$ cat src/rtl/bj_ram_sequencer.sv
// Command sequencer that owns the blackjack game RAM port: turns bet/card/settle/round/read
// commands into ordered RAM read/write sequences with a 1-cycle registered read latency.
module bj_ram_sequencer #(
  parameter int CURRENCY_BITS = 16,
  parameter int MAX_CARDS     = 7
) (
  input  logic                     clk_i,
  input  logic                     rst_i,
  input  logic                     cmd_valid_i,
  output logic                     cmd_ready_o,
  input  logic [2:0]               cmd_op_i,
  input  logic                     cmd_who_i,
  input  logic [CURRENCY_BITS-1:0] cmd_data_i,
  output logic                     done_o,
  output logic [1:0]               status_o,
  output logic [CURRENCY_BITS-1:0] result_data_o,
  output logic [3:0]               ram_addr_o,
  output logic [CURRENCY_BITS-1:0] ram_wdata_o,
  output logic                     ram_we_o,
  input  logic [CURRENCY_BITS-1:0] ram_rdata_i
);
  localparam int CB = CURRENCY_BITS;

  localparam logic [2:0] OP_BET    = 3'd0;
  localparam logic [2:0] OP_ADD    = 3'd1;
  localparam logic [2:0] OP_SETTLE = 3'd2;
  localparam logic [2:0] OP_NEW    = 3'd3;
  localparam logic [2:0] OP_READ   = 3'd4;

  localparam logic [1:0] ST_OK    = 2'd0;
  localparam logic [1:0] ST_FUNDS = 2'd1;
  localparam logic [1:0] ST_FULL  = 2'd2;
  localparam logic [1:0] ST_BADOP = 2'd3;

  localparam logic [3:0] A_BAL   = 4'd0;
  localparam logic [3:0] A_BET   = 4'd1;
  localparam logic [3:0] A_PCNT  = 4'd2;
  localparam logic [3:0] A_DCNT  = 4'd3;
  localparam logic [3:0] A_PCARD = 4'd4;
  localparam logic [3:0] A_DCARD = 4'(4 + MAX_CARDS);

  typedef enum logic [3:0] {
    S_IDLE, S_BAL_A, S_BAL_D, S_BET_A, S_BET_D, S_WR_BAL, S_WR_BET,
    S_CNT_A, S_CNT_D, S_WR_CARD, S_WR_CNT, S_WR_PCNT, S_WR_DCNT, S_DONE
  } state_t;

  state_t        state_q;
  logic [2:0]    op_q;
  logic          who_q;
  logic [CB-1:0] data_q, bal_q, bet_q, cnt_q, result_q, wdata_q;
  logic          done_q, we_q;
  logic [1:0]    status_q;
  logic [3:0]    addr_q;

  logic [CB+1:0] credit_d, sum_d;
  logic [CB-1:0] settle_bal_d;
  logic [3:0]    cnt_addr_d, card_addr_d;
  logic          funds_bad_d, full_d;

  // Payout credit and saturating balance update; the sum carries two guard bits.
  always_comb begin
    credit_d = {(CB+2){1'b0}};
    case (data_q[1:0])
      2'd0:    credit_d = {(CB+2){1'b0}};
      2'd1:    credit_d = {2'b00, bet_q};
      2'd2:    credit_d = {1'b0, bet_q, 1'b0};
      2'd3:    credit_d = {1'b0, bet_q, 1'b0} + {3'b000, bet_q[CB-1:1]};
      default: credit_d = {(CB+2){1'b0}};
    endcase
    sum_d = {2'b00, ram_rdata_i} + credit_d;
    if (sum_d[CB+1:CB] != 2'b00) begin
      settle_bal_d = {CB{1'b1}};
    end else begin
      settle_bal_d = sum_d[CB-1:0];
    end
    cnt_addr_d  = who_q ? A_DCNT : A_PCNT;
    card_addr_d = (who_q ? A_DCARD : A_PCARD) + ram_rdata_i[3:0];
    funds_bad_d = (data_q == {CB{1'b0}}) || (data_q > bal_q);
    full_d      = (ram_rdata_i >= CB'(MAX_CARDS));
  end

  assign cmd_ready_o   = (state_q == S_IDLE) && !rst_i;
  assign done_o        = done_q;
  assign status_o      = status_q;
  assign result_data_o = result_q;
  assign ram_addr_o    = addr_q;
  assign ram_wdata_o   = wdata_q;
  assign ram_we_o      = we_q;

  // Sequencer FSM; every RAM-facing output is set on the edge entering the state that uses it.
  always_ff @(posedge clk_i) begin
    if (rst_i) begin
      state_q  <= S_IDLE;
      op_q     <= 3'd0;
      who_q    <= 1'b0;
      data_q   <= {CB{1'b0}};
      bal_q    <= {CB{1'b0}};
      bet_q    <= {CB{1'b0}};
      cnt_q    <= {CB{1'b0}};
      done_q   <= 1'b0;
      status_q <= ST_OK;
      result_q <= {CB{1'b0}};
      addr_q   <= 4'd0;
      wdata_q  <= {CB{1'b0}};
      we_q     <= 1'b0;
    end else begin
      done_q <= 1'b0;
      we_q   <= 1'b0;
      case (state_q)
        S_IDLE: begin
          if (cmd_valid_i) begin
            op_q   <= cmd_op_i;
            who_q  <= cmd_who_i;
            data_q <= cmd_data_i;
            case (cmd_op_i)
              OP_BET, OP_READ: begin
                addr_q  <= A_BAL;
                state_q <= S_BAL_A;
              end
              OP_ADD: begin
                addr_q  <= cmd_who_i ? A_DCNT : A_PCNT;
                state_q <= S_CNT_A;
              end
              OP_SETTLE: begin
                addr_q  <= A_BET;
                state_q <= S_BET_A;
              end
              OP_NEW: begin
                addr_q  <= A_PCNT;
                wdata_q <= {CB{1'b0}};
                we_q    <= 1'b1;
                state_q <= S_WR_PCNT;
              end
              default: begin
                state_q  <= S_DONE;
                done_q   <= 1'b1;
                status_q <= ST_BADOP;
                result_q <= {CB{1'b0}};
              end
            endcase
          end
        end
        S_BAL_A: state_q <= S_BAL_D;
        S_BAL_D: begin
          if (op_q == OP_SETTLE) begin
            bal_q   <= settle_bal_d;
            addr_q  <= A_BAL;
            wdata_q <= settle_bal_d;
            we_q    <= 1'b1;
            state_q <= S_WR_BAL;
          end else if (op_q == OP_BET) begin
            bal_q   <= ram_rdata_i;
            addr_q  <= A_BET;
            state_q <= S_BET_A;
          end else begin
            state_q  <= S_DONE;
            done_q   <= 1'b1;
            status_q <= ST_OK;
            result_q <= ram_rdata_i;
          end
        end
        S_BET_A: state_q <= S_BET_D;
        S_BET_D: begin
          bet_q <= ram_rdata_i;
          if (op_q == OP_BET) begin
            // Funds are judged before the stale-bet check.
            if (funds_bad_d) begin
              state_q  <= S_DONE;
              done_q   <= 1'b1;
              status_q <= ST_FUNDS;
              result_q <= {CB{1'b0}};
            end else if (ram_rdata_i != {CB{1'b0}}) begin
              state_q  <= S_DONE;
              done_q   <= 1'b1;
              status_q <= ST_BADOP;
              result_q <= {CB{1'b0}};
            end else begin
              bal_q   <= bal_q - data_q;
              addr_q  <= A_BAL;
              wdata_q <= bal_q - data_q;
              we_q    <= 1'b1;
              state_q <= S_WR_BAL;
            end
          end else if (ram_rdata_i == {CB{1'b0}}) begin
            state_q  <= S_DONE;
            done_q   <= 1'b1;
            status_q <= ST_BADOP;
            result_q <= {CB{1'b0}};
          end else begin
            addr_q  <= A_BAL;
            state_q <= S_BAL_A;
          end
        end
        S_WR_BAL: begin
          addr_q  <= A_BET;
          wdata_q <= (op_q == OP_BET) ? data_q : {CB{1'b0}};
          we_q    <= 1'b1;
          state_q <= S_WR_BET;
        end
        S_WR_BET: begin
          state_q  <= S_DONE;
          done_q   <= 1'b1;
          status_q <= ST_OK;
          result_q <= bal_q;
        end
        S_CNT_A: state_q <= S_CNT_D;
        S_CNT_D: begin
          if (full_d) begin
            state_q  <= S_DONE;
            done_q   <= 1'b1;
            status_q <= ST_FULL;
            result_q <= {CB{1'b0}};
          end else begin
            cnt_q   <= ram_rdata_i + CB'(1);
            addr_q  <= card_addr_d;
            wdata_q <= {{(CB-4){1'b0}}, data_q[3:0]};
            we_q    <= 1'b1;
            state_q <= S_WR_CARD;
          end
        end
        S_WR_CARD: begin
          addr_q  <= cnt_addr_d;
          wdata_q <= cnt_q;
          we_q    <= 1'b1;
          state_q <= S_WR_CNT;
        end
        S_WR_CNT: begin
          state_q  <= S_DONE;
          done_q   <= 1'b1;
          status_q <= ST_OK;
          result_q <= cnt_q;
        end
        S_WR_PCNT: begin
          addr_q  <= A_DCNT;
          wdata_q <= {CB{1'b0}};
          we_q    <= 1'b1;
          state_q <= S_WR_DCNT;
        end
        S_WR_DCNT: begin
          state_q  <= S_DONE;
          done_q   <= 1'b1;
          status_q <= ST_OK;
          result_q <= {CB{1'b0}};
        end
        S_DONE:  state_q <= S_IDLE;
        default: state_q <= S_IDLE;
      endcase
    end
  end
endmodule

$ cat config.mk
export PLATFORM = sky130hd
export DESIGN_NAME = bj_ram_sequencer
export DESIGN_NICKNAME = d
export VERILOG_FILES = /design/src/rtl/bj_ram_sequencer.sv
export SDC_FILE = /design/constraint.sdc
export NUM_CORES = 1
export LEC_CHECK = 0
export CAP_MARGIN = 20
export CORE_ASPECT_RATIO = 1.2
export CORE_MARGIN = 3
export CORE_UTILIZATION = 45
export DETAILED_ROUTE_END_ITERATION = 10
export PLACE_DENSITY = 0.65
export SLEW_MARGIN = 20
export SYNTH_ARGS = -nofsm -noshare
export SYNTH_HDL_FRONTEND = slang
export SYNTH_SLANG_ARGS = --single-unit
$ cat constraint.sdc
create_clock -name clk_i -period 6.5 [get_ports clk_i]
set_input_delay 1.625 -clock clk_i [delete_from_list [all_inputs] [get_ports clk_i]]
set_output_delay 1.625 -clock clk_i [all_outputs]
set_load 0.05 [all_outputs]
==> flow_summary.yaml <==
setup_path:
  required_ns: 6.81
  cp.buffers_inverters: 1
  critical_path.slowest_cell: "o41ai_2"
  path_class: "reg -> reg"
  worstPathCellList: "ha_1 -> inv_1 -> fa_1 -> nor2b_1 -> o21ai_1 -> a21boi_1 -> o41ai_2 -> o21bai_1 -> a21oi_1 -> xor2_1 -> o221ai_1 -> ha_1 -> nand3_1 -> nand2_1 -> or4_1 -> o32ai_1 -> nor2b_1 -> mux2_2 -> mux2i_4 -> and2_1 -> a221o_1"
  cpPeakStageDelay_ns: 0.59
  endpoint_kind: "flop"
  arrival_ns: 5.64
  startpoint_type: "flop"
  critPathTopFamily: "compound AO/OA/AOI/OAI gates"
  critPathMaxFanout: 16
cells_and_area:
  layout-drive-gt1-share: 0.0645
  area_growth_pct: 16.0
  nFillCells: 1702
  antenna-diode-count: 0
  fin_nets: 1205
route:
  drt-vias-per-instance: 6.19
  drt_iter0_markers: 654
  postRouteAntennaNets: 0
  num_vias: 8239
  wl_per_cell_um: 20.0
  post-route-drc-count: 0
  drt_pass1_iterations: 7
  drt_wl_total_um: 26700
power_and_ir_drop:
  ir_drop_v: 0.000312
  pwr-share-comb: 0.611
  p_total_mw: 4.10
  pwr-share-seq: 0.241
  p_clk_frac: 0.148
  p_int_mw: 2.10
  p_switching_mw: 2.01
  swShare: 0.489
  leakagePower_nw: 3.43
  power_density_nw_per_um2: 440
timing:
  fin_crit_sh: 0.821
  fmax_mhz: 187
  worst_pin_slew_ns: 1.10
  drv_slew: 0
  clock_skew_ns: 0.00653
  slew_headroom: 0.265
  tns_ns: 0
  final-setup-viol-count: 0
  finalHoldViolCount: 0
  post-route-min-period_ns: 5.34
  rsz0062_at_grt: "false"
floorplan:
  die_h_um: 152
  die_w_um: 128
  placementRows: 52
  initial_core_util: 0.468
  core-area_sq_um: 17200
  die_area_sq_um: 19500
  io_pins: 80
clock_tree:
  cts.sinks: 112
  post_cts_buffers: 0
  path_clk_slew_ns: 0.08
  cts_tree: "yes"
  cts_root_buf: "clkbuf_16"
  h-tree-depth: 3
  clkLatencyLatePin_ns: 0.36
  ctsResizeCount: 0
  clock_path_buffers: 2
  numCtsBuffers: 9
  cts.hold.buffers_added: 0
hold_path:
  hp-class: "reg -> reg"
synth:
  synth-simple-area-share: 0.222
  synthMostInstantiatedCell: "nand2_1"
  synthTopCellsByArea: "dfxtp_1 28%, ha_1 7.9%, nand2_1 7.9%"
  syn_inst: 1063
  ys.flop_type: "dfxtp_1"
  synth_nets: 1157
  yosysUniqueCellTypes: 77
  synth_warnings: 0
  synth_area_sq_um: 8030
  synth_top_area_share: 0.279
  synth_xor_area_frac: 0.0436
  synth_edf_count: 0
  post_synth_mux_area_share: 0.0206
  async_flop_share: 0
  ys_seq_area_frac: 0.279
  synth_top_area_cell: "dfxtp_1"
  synth_top_family_by_area: "compound AO/OA/AOI/OAI gates"
  synth_seq_cells: 112
  synth_compound_area_frac: 0.298
  avgSynthCellArea_sq_um: 7.56
  synth_commonest_cells: "169 x nand2_1, 118 x a21oi_1, 112 x dfxtp_1, 84 x nor2_1, 55 x o21ai_0"
  yosys.area_share.adder: 0.0894
placed_design:
  hpwl_um: 19500
  io_buffer_count: 79
  place_congestion: 0.949
job:
  cap_violations: 0
grt:
  grt_max_degree: 89
  grt_first_pass_wirelength_um: 42900
  antenna_found_initial: 0
  grt_usage: 0.272
  grt.overflow.total: 0
  grt_pass1_vias: 7867
outcome:
  status: "complete, no violations"
state kept, by name, indices dropped and copies added, names as in the netlist:
signal	flops
bal_q	16
cnt_q	16
op_q	3
done_o	1
state_q	4
ram_we_o	1
who_q	1
bet_q	16
data_q	16
ram_addr_o	4
status_o	2
ram_wdata_o	16
result_data_o	16
stage by stage:
step	worst slack [ns]	cells	hold WS (ns)	instance area [sq um]	util
after floorplan	2.00	1063	0.451	8030	-
after global placement	1.03	1316	0.444	9000	0.524
after detailed placement	0.952	1316	0.448	9000	0.524
after CTS	1.20	1332	0.463	9320	0.543
after global routing	0.714	1332	0.474	9320	0.543
final	1.16	1332	0.458	9320	0.543
logic make-up (layout without fill, tap and decap cells):
kind of cell	Yosys count	in the layout
compound gates	358	358
buf+inv	97	150
flops	112	112
mux	15	15
xor+xnor	40	40
simple gates	386	386
fa+ha+maj	55	55
cell type report:
cell class	instances	area (sq um)	area share
Clock inverter	4	57.6	0.00617
Sequential cell	112	2240	0.241
Multi-Input combinational cell	854	5420	0.582
Clock buffer	12	267	0.0286
Tap cell	216	270	0.0290
Timing Repair Buffer	98	928	0.0996
Inverter	36	135	0.0145
power groups by stage:
stage	registers, mW	clock network, mW	logic [mW]
4_1_cts	0.982	0.616	2.46
2_1_floorplan	1.05	0	1.76
5_1_grt	1.01	0.644	2.74
6_report	0.988	0.608	2.51
3_5_place_dp	0.998	0	2.45
3_3_place_gp	0.997	0	2.44
layout by cell type (no fill, tap or decap), drive strengths merged, types with 18 or more instances in the layout:
master	count
nand2	169
a21oi	119
dfxtp	112
nor2	84
clkdlybuf4s50	78
o21ai	60
ha	51
inv	38
xnor2	24
nor3	23
or2	22
a222oi	20
buf	20
and2	19
a211oi	18
metal layers:
layer / up-vias / part of all wire / track usage
met3: 59 / 0.069 / 0.0452
met5: - / 0 / 0
met4: 0 / 0.040 / 0.115
met1: 3874 / 0.41 / 0.344
met2: 312 / 0.48 / 0.456
li1: 3994 / - / -
path summary, 6_finish.rpt:
check,from,endpoint,slack [ns],cells past startpoint
setup / recovery,bet_q[2],ram_wdata_o[2],1.16,21
setup reg to reg,bet_q[2],ram_wdata_o[2],1.16,21
hold / removal,ram_addr_o[3],ram_addr_o[3],0.46,2
hold reg to reg,ram_addr_o[3],ram_addr_o[3],0.46,2
worst register-to-register path, delay by kind of cell (launching register included):
family                     cells  cell delay (ns)
xor gates and xnor gates       1             0.16
muxes                          2             0.77
adders and majority gates      3             0.82
buffers and inverters          1             0.08
DFF                            1             0.36
AOI/OAI and AO/OA              8             1.90
and+or+nand+nor                6             1.19
Power figures use the tool's default switching activity.
